**config.mk**
```make
export PLATFORM = sky130hd
export DESIGN_NAME = mem_arbiter
export DESIGN_NICKNAME = d
export VERILOG_FILES = /design/src/rtl/mem_arbiter_pkg.sv /design/src/rtl/mem_arbiter_ld_ext.sv /design/src/rtl/mem_arbiter.sv
export SDC_FILE = /design/constraint.sdc
export NUM_CORES = 1
export LEC_CHECK = 0
export CELL_PAD_IN_SITES_DETAIL_PLACEMENT = 1
export CELL_PAD_IN_SITES_GLOBAL_PLACEMENT = 1
export CORE_MARGIN = 4
export CORE_UTILIZATION = 42
export CTS_CLUSTER_SIZE = 30
export DETAILED_ROUTE_END_ITERATION = 6
export PLACE_DENSITY = 0.88
export RECOVER_POWER = 25
export SETUP_SLACK_MARGIN = 0.5
export SLEW_MARGIN = 20
export SYNTH_ARGS = -nofsm -noshare
export SYNTH_HDL_FRONTEND = slang
export SYNTH_SLANG_ARGS = --single-unit
```
**constraint.sdc**
```tcl
create_clock -name clk -period 8.6 [get_ports clk]
set_input_delay 0.86 -clock clk [delete_from_list [all_inputs] [get_ports clk]]
set_output_delay 0.86 -clock clk [all_outputs]
set_load 0.005 [all_outputs]
```
**src/rtl/mem_arbiter_pkg.sv**
```systemverilog
// -----------------------------------------------------------------------------
// mem_arbiter_pkg
// Shared definitions for the byte-serial memory arbiter:
//   - access size codes (byte / half / word; code 3 behaves as word)
//   - FSM state encodings (IDLE / XFER / DONE)
//   - grant-owner encoding (instruction fetch vs. data port)
//   - size_nbytes(): number of bytes moved for a size code
// -----------------------------------------------------------------------------
package mem_arbiter_pkg;

  // Access size codes
  localparam logic [1:0] SIZE_BYTE = 2'd0;
  localparam logic [1:0] SIZE_HALF = 2'd1;
  localparam logic [1:0] SIZE_WORD = 2'd2;

  // FSM state encodings
  localparam logic [1:0] ST_IDLE = 2'd0;
  localparam logic [1:0] ST_XFER = 2'd1;
  localparam logic [1:0] ST_DONE = 2'd2;

  // Grant owner encoding
  localparam logic OWNER_IF   = 1'b0;
  localparam logic OWNER_DATA = 1'b1;

  // Bytes per access; the unused code 3 falls through to a word access.
  function automatic logic [2:0] size_nbytes(input logic [1:0] size);
    case (size)
      SIZE_BYTE: return 3'd1;
      SIZE_HALF: return 3'd2;
      default:   return 3'd4;
    endcase
  endfunction

endpackage

```
**src/rtl/mem_arbiter_ld_ext.sv**
```systemverilog
// -----------------------------------------------------------------------------
// mem_ld_ext
// Load result extension: zero- or sign-extends the low 1, 2 or 4 bytes of a
// raw little-endian word according to the access size code.
// Ports:
//   size_i    in  2   access size code (3 treated as word)
//   signed_i  in  1   1 = sign-extend from bit 8N-1, 0 = zero-extend
//   raw_i     in  32  assembled raw load bytes
//   ext_o     out 32  extended result
// -----------------------------------------------------------------------------
module mem_ld_ext
  import mem_arbiter_pkg::*;
(
  input  logic [1:0]  size_i,
  input  logic        signed_i,
  input  logic [31:0] raw_i,
  output logic [31:0] ext_o
);

  always_comb begin
    ext_o = raw_i;
    case (size_i)
      SIZE_BYTE: ext_o = {{24{signed_i & raw_i[7]}},  raw_i[7:0]};
      SIZE_HALF: ext_o = {{16{signed_i & raw_i[15]}}, raw_i[15:0]};
      default:   ext_o = raw_i;
    endcase
  end

endmodule

```
**src/rtl/mem_arbiter.sv**
```systemverilog
// -----------------------------------------------------------------------------
// mem_arbiter
// Arbitrates an instruction-fetch port and a load/store port onto a single
// byte-wide synchronous RAM. Each granted access is moved one byte per cycle
// (little-endian), then a one-cycle done pulse is raised for the owner.
//
// Build option: MEM_ARBITER_DATA_PRIO_EN
//   defined   -> simultaneous requests always go to the data port
//   undefined -> simultaneous requests alternate (round-robin on last grant)
//
// Ports:
//   clk, rst                      clock, asynchronous active-high reset
//   if_req_i / if_addr_i          fetch request (always unsigned word read)
//   if_data_o / if_done_o         fetched word, one-cycle completion pulse
//   mem_req_i, mem_we_i,          load/store request, store select,
//   mem_size_i, mem_signed_i,     size code, sign-extend select,
//   mem_addr_i, mem_wdata_i       byte address, store data
//   mem_rdata_o / mem_done_o      extended load result, completion pulse
//   ram_addr_o, ram_we_o,         byte RAM address, write enable,
//   ram_dout_o, ram_din_i         write data, read data (1-cycle latency)
//   busy_o                        high whenever not IDLE (stall request)
// -----------------------------------------------------------------------------
module mem_arbiter
  import mem_arbiter_pkg::*;
#(
  parameter int ADDR_W     = 32,
  parameter int MEM_SIZE_W = 2
) (
  input  logic                  clk,
  input  logic                  rst,
  input  logic                  if_req_i,
  input  logic [ADDR_W-1:0]     if_addr_i,
  output logic [31:0]           if_data_o,
  output logic                  if_done_o,
  input  logic                  mem_req_i,
  input  logic                  mem_we_i,
  input  logic [MEM_SIZE_W-1:0] mem_size_i,
  input  logic                  mem_signed_i,
  input  logic [ADDR_W-1:0]     mem_addr_i,
  input  logic [31:0]           mem_wdata_i,
  output logic [31:0]           mem_rdata_o,
  output logic                  mem_done_o,
  output logic [ADDR_W-1:0]     ram_addr_o,
  output logic                  ram_we_o,
  output logic [7:0]            ram_dout_o,
  input  logic [7:0]            ram_din_i,
  output logic                  busy_o
);

  logic [1:0]        r_state;
  logic              r_owner;
  logic              r_last_grant;
  logic              r_we;
  logic [ADDR_W-1:0] r_base;
  logic [1:0]        r_size;
  logic              r_signed;
  logic [31:0]       r_wdata;
  logic [2:0]        r_k;
  logic [31:0]       r_raw;
  logic [31:0]       r_if_data;
  logic [31:0]       r_mem_rdata;

  logic              w_accept;
  logic              w_grant_data;
  logic [1:0]        w_mem_size;
  logic [2:0]        w_nbytes;
  logic              w_in_xfer;
  logic              w_addr_active;
  logic              w_capture;
  logic [1:0]        w_cap_idx;
  logic              w_xfer_end;
  logic [31:0]       w_raw_next;
  logic [31:0]       w_ld_ext;
  logic [7:0]        w_wbyte;

  assign w_mem_size = 2'(mem_size_i);
  assign w_accept   = (r_state == ST_IDLE) && (if_req_i || mem_req_i);

`ifdef MEM_ARBITER_DATA_PRIO_EN
  assign w_grant_data = mem_req_i;
`else
  // Data wins a tie only when fetch had the previous grant; last_grant
  // resets to data so the first tie after reset goes to fetch.
  assign w_grant_data = mem_req_i && (!if_req_i || (r_last_grant == OWNER_IF));
`endif

  assign w_nbytes      = size_nbytes(r_size);
  assign w_in_xfer     = (r_state == ST_XFER);
  // Loads spend one extra XFER cycle (k == N) waiting for the last byte;
  // no address is presented during that cycle.
  assign w_addr_active = w_in_xfer && (r_k < w_nbytes);

  assign ram_addr_o = w_addr_active ? (r_base + ADDR_W'(r_k)) : '0;
  assign ram_we_o   = w_addr_active && r_we;
  assign w_wbyte    = 8'(r_wdata >> {r_k[1:0], 3'b000});
  assign ram_dout_o = ram_we_o ? w_wbyte : 8'h00;

  // Read data lags its address by one cycle, so at counter k we receive
  // byte k-1.
  assign w_capture = w_in_xfer && !r_we && (r_k != 3'd0);
  assign w_cap_idx = 2'(r_k - 3'd1);

  genvar gi;
  generate
    for (gi = 0; gi < 4; gi++) begin : g_raw_byte
      assign w_raw_next[8*gi +: 8] = (w_capture && (w_cap_idx == 2'(gi)))
                                     ? ram_din_i : r_raw[8*gi +: 8];
    end
  endgenerate

  assign w_xfer_end = w_in_xfer &&
                      (r_we ? (r_k == 3'(w_nbytes - 3'd1)) : (r_k == w_nbytes));

  // Extension works on the merged word so the result is ready on the same
  // edge that captures the final byte.
  mem_ld_ext u_ld_ext (
    .size_i   (r_size),
    .signed_i (r_signed),
    .raw_i    (w_raw_next),
    .ext_o    (w_ld_ext)
  );

  always_ff @(posedge clk or posedge rst) begin
    if (rst) begin
      r_state      <= ST_IDLE;
      r_owner      <= OWNER_DATA;
      r_last_grant <= OWNER_DATA;
      r_we         <= 1'b0;
      r_base       <= '0;
      r_size       <= SIZE_BYTE;
      r_signed     <= 1'b0;
      r_wdata      <= '0;
      r_k          <= '0;
      r_raw        <= '0;
      r_if_data    <= '0;
      r_mem_rdata  <= '0;
    end else begin
      case (r_state)
        ST_IDLE: begin
          if (w_accept) begin
            r_state      <= ST_XFER;
            r_k          <= '0;
            r_raw        <= '0;
            r_owner      <= w_grant_data ? OWNER_DATA : OWNER_IF;
            r_last_grant <= w_grant_data ? OWNER_DATA : OWNER_IF;
            if (w_grant_data) begin
              r_base   <= mem_addr_i;
              r_size   <= w_mem_size;
              r_signed <= mem_signed_i;
              r_we     <= mem_we_i;
              r_wdata  <= mem_wdata_i;
            end else begin
              r_base   <= if_addr_i;
              r_size   <= SIZE_WORD;
              r_signed <= 1'b0;
              r_we     <= 1'b0;
              r_wdata  <= '0;
            end
          end
        end
        ST_XFER: begin
          r_raw <= w_raw_next;
          r_k   <= r_k + 3'd1;
          if (w_xfer_end) begin
            r_state <= ST_DONE;
            if (!r_we) begin
              if (r_owner == OWNER_IF) r_if_data   <= w_raw_next;
              else                     r_mem_rdata <= w_ld_ext;
            end
          end
        end
        ST_DONE: begin
          r_state <= ST_IDLE;
          r_k     <= '0;
        end
        default: r_state <= ST_IDLE;
      endcase
    end
  end

  assign if_data_o   = r_if_data;
  assign mem_rdata_o = r_mem_rdata;
  assign if_done_o   = (r_state == ST_DONE) && (r_owner == OWNER_IF);
  assign mem_done_o  = (r_state == ST_DONE) && (r_owner == OWNER_DATA);
  assign busy_o      = (r_state != ST_IDLE);

endmodule

```
==> results by group, run 1 <==
GRT
  • Gr ovfl total: 0
  • All-Layer GR Usage: 0.232
  • Largest net degree at the start of global routing: 108
  • First-pass GRT wire length: 41,800 µm
  • Vias in the first global route: 7,542
  • Initial antenna violation count: 1

Worst setup path
  • Worst Path Arrival: 4.21 ns
  • Critical Path End Type: primary output
  • RR Endpoint: mem_rdata_o[11]$_DFFE_PP0P_
  • Req. time, crit path: 7.74 ns
  • Critical path peak fanout: 15
  • Worst R2R Path Depth: 6
  • CP startpoint kind: register
  • RR Startpoint: r_k[1]$_DFFE_PP0P_
  • CP max stage delay: 0.89 ns
  • Worst-path cell chain: ha_1 > inv_1 > fa_1 > nor2b_1 > o2111ai_1 > or4_1 > a21oi_1 > clkdlybuf4s50_1
  • Family with the most delay on the worst path: simple AND/OR/NAND/NOR gates
  • Setup slack, reg-to-reg: 5.34 ns
  • Crit path buf inv count: 2
  • CP max stage cell: dfrtp_1
  • Kind of critical path: register to primary output

Timing
  • Worst slew pin tran: 4.77 ns
  • Unrepaired setup endpoints after global routing: false
  • Worst Clk Skew: 0.0116 ns
  • Fin crit period: 5.07 ns
  • Max Fclk: 197 MHz
  • TNS Setup: 0 ns
  • Final Hold Viols: 0
  • Final cycle utilization of the critical path: 0.590
  • Setup violators final: 0
  • Worst slew margin: -2.20
  • Setup slack after layout: 3.53 ns
  • Final Max Slew Viols: 108

Place
  • GPL Wtd Cong: 0.779
  • PortBufs: 219
  • Dpl cell area: 0.0110 mm²
  • Pre-CTS setup slack: 3.99 ns
  • Post-DP HPWL: 18,800 µm

Routing
  • Drt pass-1 iters: 4
  • Antenna-violating nets left: 0
  • Vias: 7,138
  • WL/cell: 21.2 µm
  • Via/cell ratio: 5.74
  • Drt first-iter violations: 312
  • DRT Wirelength: 26,400 µm
  • Drt drc: 0

Synthesis
  • Yosys top cell area share: 0.487
  • Post-Syn Area per Cell: 11.2 µm²
  • Ys Warns: 0
  • Most area-consuming cells after synthesis: dfrtp_1 (49%), a22o_1 (6.8%), mux2i_1 (5.7%)
  • Mapped Nets: 901
  • Synth cell count leaders: dfrtp_1 (169), a22o_1 (67), nand2_1 (60)
  • EDFF count, synth: 0
  • Yosys top cell by area: dfrtp_1
  • Flops & latches, synth: 170
  • Post-Syn Area: 0.00868 mm²
  • Cells after Synth: 777
  • Post-synth cell types: 65
  • Ys async rst share: 1.00
  • Cell with the most instances after synthesis: dfrtp_1
  • Synth Flop Type: dfrtp_1
  • Seq/Total Area, Yosys: 0.490

Power
  • Pwr dens: 361 mW/mm²
  • Leakage: 0.00498 µW
  • Max rail drop VDD: 0.000192 V
  • Overall Power: 4190 µW

Cells and area
  • Ratio of cells with drive above 1 in the final layout: 0.105
  • Design Area, Final: 0.0116 mm²
  • Layout area overhead: 33.7%
  • Post-Route Utilization: 0.571
  • Final net count: 1,083
  • Fill count: 2,116

Floorplanning
  • Row count: 52
  • Die Span X: 152 µm
  • Die height: 152 µm
  • Core Footprint: 0.0203 mm²
  • Effective utilization at floorplan: 0.427
  • IO Pins: 220
  • Die area: 0.0230 mm²

Clock tree
  • PostCTS Resize Cnt: 0
  • Post-cts hold buffer count: 0
  • H-tree Lvls: 4
  • Clock Tree Root: clkbuf_16
  • TritonCTS Sinks: 170
  • CTS tree: done
  • Later-pin clock latency in the skew report: 0.43 ns
  • Clock-pin transition on the worst setup and hold timing paths: 0.06 ns
  • CTS Buf Count: 17
  • Clock buffer depth: 2
  • Post-CTS setup buffer count: 0

Status
  • Status: finished with violations
  • Failing checks: max-capacitance violations, max-slew violations

Min path
  • Min-delay worst type: register to register
  • Hold depth: 1
  • Hold_sp: if_data_o[8]$_DFFE_PP0P_
  • Hold Path Sink: if_data_o[8]$_DFFE_PP0P_

Job
  • Max-Cap Viols: 1
-- final cells by class --
class	count	area, µm²	share of cell area
Multi-Input combinational cell	525	4070	0.351
Clock inverter	13	179	0.0154
Antenna cell	1	2.50	0.000216
Tap cell	270	338	0.0291
Inverter	18	68.8	0.00593
Timing Repair Buffer	227	2250	0.194
Sequential cell	170	4260	0.367
Clock buffer	19	433	0.0373
-- worst max path at each step --
stage	depth (start not counted)	endpoint	from	slack, ns
finish	8	ram_addr_o[18]	r_k[0]$_DFFE_PP0P_	3.53
global route	3	r_raw[13]$_DFFE_PP0P_	rst	3.05
CTS	8	ram_addr_o[18]	r_k[0]$_DFFE_PP0P_	3.49
detailed placement	8	ram_addr_o[18]	r_k[0]$_DFFE_PP0P_	3.99
global placement	8	ram_addr_o[18]	r_k[0]$_DFFE_PP0P_	4.08
floorplan	1	if_data_o[0]$_DFFE_PP0P_	rst	3.14
-- layout by cell type (no fill, tap or decap), types with 4 or more instances in the layout --
master	instances
dfrtp_1	169
nor2b_1	12
o21ai_1	7
buf_4	8
mux2_4	16
nand3b_1	8
a21oi_1	25
ha_1	11
and3_1	6
nand4_1	16
a221o_1	16
o21ai_0	57
nor4_1	9
mux2_2	16
o22a_1	8
a22o_1	67
or3_1	7
mux4_2	8
a21o_1	10
o31ai_1	14
clkdlybuf4s50_1	214
nor2_1	15
inv_6	7
nand3_1	22
nand2_1	60
mux2i_1	49
xor2_1	5
clkbuf_16	17
and4_1	4
or4_1	6
inv_1	16
a21oi_2	6
dlygate4sd3_1	5
-- per-stage QoR --
| stage | hold slack [ns] | std cells |
|---|---|---|
| after detailed placement | 0.473 | 1210 |
| after global routing | 0.500 | 1242 |
| after CTS | 0.484 | 1242 |
| final | 0.478 | 1243 |
| after global placement | 0.460 | 1210 |
| after floorplan | 0.456 | 777 |
-- state kept, by name, indices dropped and copies added, names as in the netlist --
name,flops
r_state,2
if_data_o,32
mem_rdata_o,32
r_signed,1
r_we,1
r_base,32
r_last_grant,1
r_k,3
r_raw,32
r_wdata,32
r_size,2
-- per-layer routing --
metal  global-route usage  up-vias  wire length (µm)
met4               0.0629        2               320
met5                    0        -                12
met3               0.0586       26              1540
li1                     -     3277                 -
met1                0.286     3626             10800
met2                0.404      207             13700
-- where the power goes --
part	internal (µW)	switching, µW
logic	1030	878
registers	1140	328
clock network	467	343
-- cell families (layout without fill, tap and decap cells) --
| kind of cell | Yosys count | count (layout) | share of synthesized area |
|---|---|---|---|
| compound gates | 229 | 229 | 0.193 |
| simple gates | 187 | 187 | 0.120 |
| flops | 170 | 170 | 0.490 |
| mux | 89 | 89 | 0.126 |
| buf+inv | 82 | 277 | 0.0443 |
| fa+ha+maj | 12 | 12 | 0.0182 |
| xor+xnor | 8 | 8 | 0.00808 |
| other cells | 0 | 1 | 0 |
(Power assumes the default switching activity.)
==> run 2, diff against run 1 <==
Settings changed: CORE_UTILIZATION 42 to 39, PLACE_DENSITY 0.88 to 0.83.
Clock period 8.6 ns to 4.9 ns, I/O delays scaled along.
==> results by group, run 2 (synthesis results as in run 1) <==
Timing
  • Setup violators final: 0 (unchanged)
  • Fin crit period: 4.01 ns
  • Worst slew pin tran: 2.43 ns (-2.34 ns)
  • Unrepaired setup endpoints after global routing: false
  • Worst slew margin: -0.620 (+1.58)
  • Final cycle utilization of the critical path: 0.818
  • Max Fclk: 249 MHz
  • Final Max Slew Viols: 171 (+58%)
  • TNS Setup: 0 ns (unchanged)
  • Fin Hold WS: 0.476 ns (-0.00219 ns)
  • Final Hold Viols: 0 (unchanged)
  • Worst Clk Skew: 0.0136 ns (+0.00205 ns)
  • Setup slack after layout: 0.891 ns (-2.64 ns)

Power
  • Seq pwr share: 0.341 (-0.009)
  • Clock Power Share: 0.188 (-0.005)
  • Max rail drop VDD: 0.000274 V (+43%)
  • Pwr dens: 627 mW/mm² (+74%)
  • Comb pwr share: 0.470 (+0.013)
  • Leakage: 0.00498 µW (about the same)
  • Switching power: 2680 µW (+73%)
  • Sw Share: 0.368 (-0.00246)
  • Pint: 4620 µW (+75%)

GRT
  • All-Layer GR Usage: 0.212 (-0.0195)
  • Vias in the first global route: 7,463 (-1.0%)
  • Initial antenna violation count: 2 (+1)
  • Largest net degree at the start of global routing: 171 (+58%)
  • First-pass GRT wire length: 41,400 µm (-0.84%)
  • Gr ovfl total: 0 (unchanged)

Worst setup path
  • RR Startpoint: r_k[0]$_DFFE_PP0P_
  • Worst Path Arrival: 3.52 ns (-0.69 ns)
  • Critical path peak fanout: 12 (-3)
  • Family with the most delay on the worst path: simple AND/OR/NAND/NOR gates
  • CP max stage delay: 0.56 ns (-0.33 ns)
  • Req. time, crit path: 4.41 ns (-3.33 ns)
  • CP startpoint: r_base[0]$_DFFE_PP0P_
  • Worst-path cell chain: ha_1 > inv_1 > fa_1 > nor2b_1 > o2111ai_1 > or4_1 > a21oi_1 > clkdlybuf4s50_1
  • Crit path buf inv count: 2 (unchanged)
  • CP max stage cell: or4_1
  • Critical Path End Type: primary output
  • RR Endpoint: mem_rdata_o[13]$_DFFE_PP0P_
  • CP startpoint kind: register
  • Worst R2R Path Depth: 7 (+1)
  • Kind of critical path: register to primary output
  • Setup slack, reg-to-reg: 1.83 ns (-3.51 ns)

Place
  • Dpl cell area: 0.0110 mm² (+0.35%)
  • PortBufs: 219 (unchanged)
  • Post-DP HPWL: 18,700 µm (-0.60%)
  • Pre-CTS setup slack: 1.24 ns (-2.75 ns)
  • GPL Wtd Cong: 0.803 (+3.1%)

Cells and area
  • Layout area overhead: 34.2%
  • Ratio of cells with drive above 1 in the final layout: 0.110 (+0.00481)
  • Commonest non-fill, non-tap cell in the layout: clkdlybuf4s50_1
  • Final net count: 1,086 (+0.28%)
  • Post-Route Utilization: 0.534 (-0.0377)
  • Fill count: 2,309 (+9.1%)
  • Design Area, Final: 0.0116 mm² (+0.42%)
  • Most frequent cells in the layout: clkdlybuf4s50_1 (217), dfrtp_1 (169), a22o_1 (67), nand2_1 (60), o21ai_0 (57)

Floorplanning
  • Die Span X: 157 µm (+3.6%)
  • Effective utilization at floorplan: 0.398 (-0.0298)
  • Die height: 157 µm (+3.6%)
  • Row count: 54 (+3.8%)
  • IO Pins: 220 (unchanged)
  • Core Footprint: 0.0218 mm² (+7.5%)
  • Die area: 0.0247 mm² (+7.3%)

Job
  • Max-Cap Viols: 1 (unchanged)

Clock tree
  • Post-CTS setup buffer count: 0 (unchanged)
  • Clock-pin transition on the worst setup and hold timing paths: 0.07 ns (about the same)
  • H-tree Lvls: 4 (unchanged)
  • Later-pin clock latency in the skew report: 0.43 ns (about the same)
  • Clock buffer depth: 2 (unchanged)
  • Clock Tree Root: clkbuf_16
  • CTS tree: done
  • CTS Buf Count: 17 (unchanged)
  • TritonCTS Sinks: 170 (unchanged)

Routing
  • DRT Wirelength: 26,300 µm (-0.47%)
  • Via/cell ratio: 5.67 (-1.3%)
  • Antenna-violating nets left: 0 (unchanged)
  • Drt pass-1 iters: 4 (unchanged)
  • WL/cell: 20.9 µm (-1.5%)
  • Vias: 7,121 (-0.24%)
  • Drt drc: 0 (unchanged)
  • Drt first-iter violations: 426 (+37%)

Status
  • Failing checks: max-capacitance violations, max-slew violations
  • Status: finished with violations

Min path
  • Hold_sp: if_data_o[8]$_DFFE_PP0P_
  • Min-delay worst type: register to register
  • Hold depth: 1 (unchanged)
  • Hold Path Sink: if_data_o[8]$_DFFE_PP0P_
[run 2: worst max path at each step]
stage               depth (start not counted)  slack, ns              to
floorplan                                   7       1.96  ram_addr_o[20]
global placement                            8       1.27  ram_addr_o[23]
detailed placement                          8       1.24   ram_addr_o[2]
CTS                                         8       0.75   ram_addr_o[2]
global route                                8       0.65  ram_addr_o[18]
finish                                      8       0.89  ram_addr_o[18]
[run 2: per-stage QoR]
step	cells	total power (µW)
after floorplan	777	4360
after global placement	1222	5800
after detailed placement	1222	5950
after CTS	1254	7370
after global routing	1256	7820
final	1256	7300
[run 2: layout make-up]
type                    count  area (µm²)  area share
clock buffers              21         460      0.0395
inverters                  18        71.3     0.00612
flip-flops and latches    170        4260       0.365
diodes                      1        2.50    0.000215
clock inverters            11         138      0.0118
well taps                 280         350      0.0301
repair buffers            230        2290       0.197
multi-input cells         525        4070       0.350
[run 2: repair_timing]
action                     4_1_cts  5_1_grt
resized for setup                0        1
setup endpoints to repair        0        4
hold buffers                     0        0
[run 2: power groups by stage]
| stage | combinational (µW) | sequential, µW | clock, µW |
|---|---|---|---|
| after global routing | 3770 | 2570 | 1470 |
| after floorplan | 2000 | 2360 | 0 |
| after global placement | 3330 | 2460 | 0 |
| after detailed placement | 3440 | 2500 | 0 |
| final | 3430 | 2490 | 1380 |
| after CTS | 3470 | 2490 | 1410 |
[run 2: metal layers]
layer  track usage  share of wire  vias up
met4        0.0561          0.017        2
met3        0.0511          0.058       32
met2         0.365           0.50      219
met1         0.270           0.42     3600
met5             0        0.00049        -
li1              -              -     3268
[run 2: worst reg2reg max path, stage by stage, from the launching register on]
cell,delay (ns)
dfrtp_1,0.38
buf_4,0.22
inv_1,0.14
ha_1,0.20
nor2b_1,0.83
nor3_4,0.28
o311ai_2,0.70
o22a_1,0.25
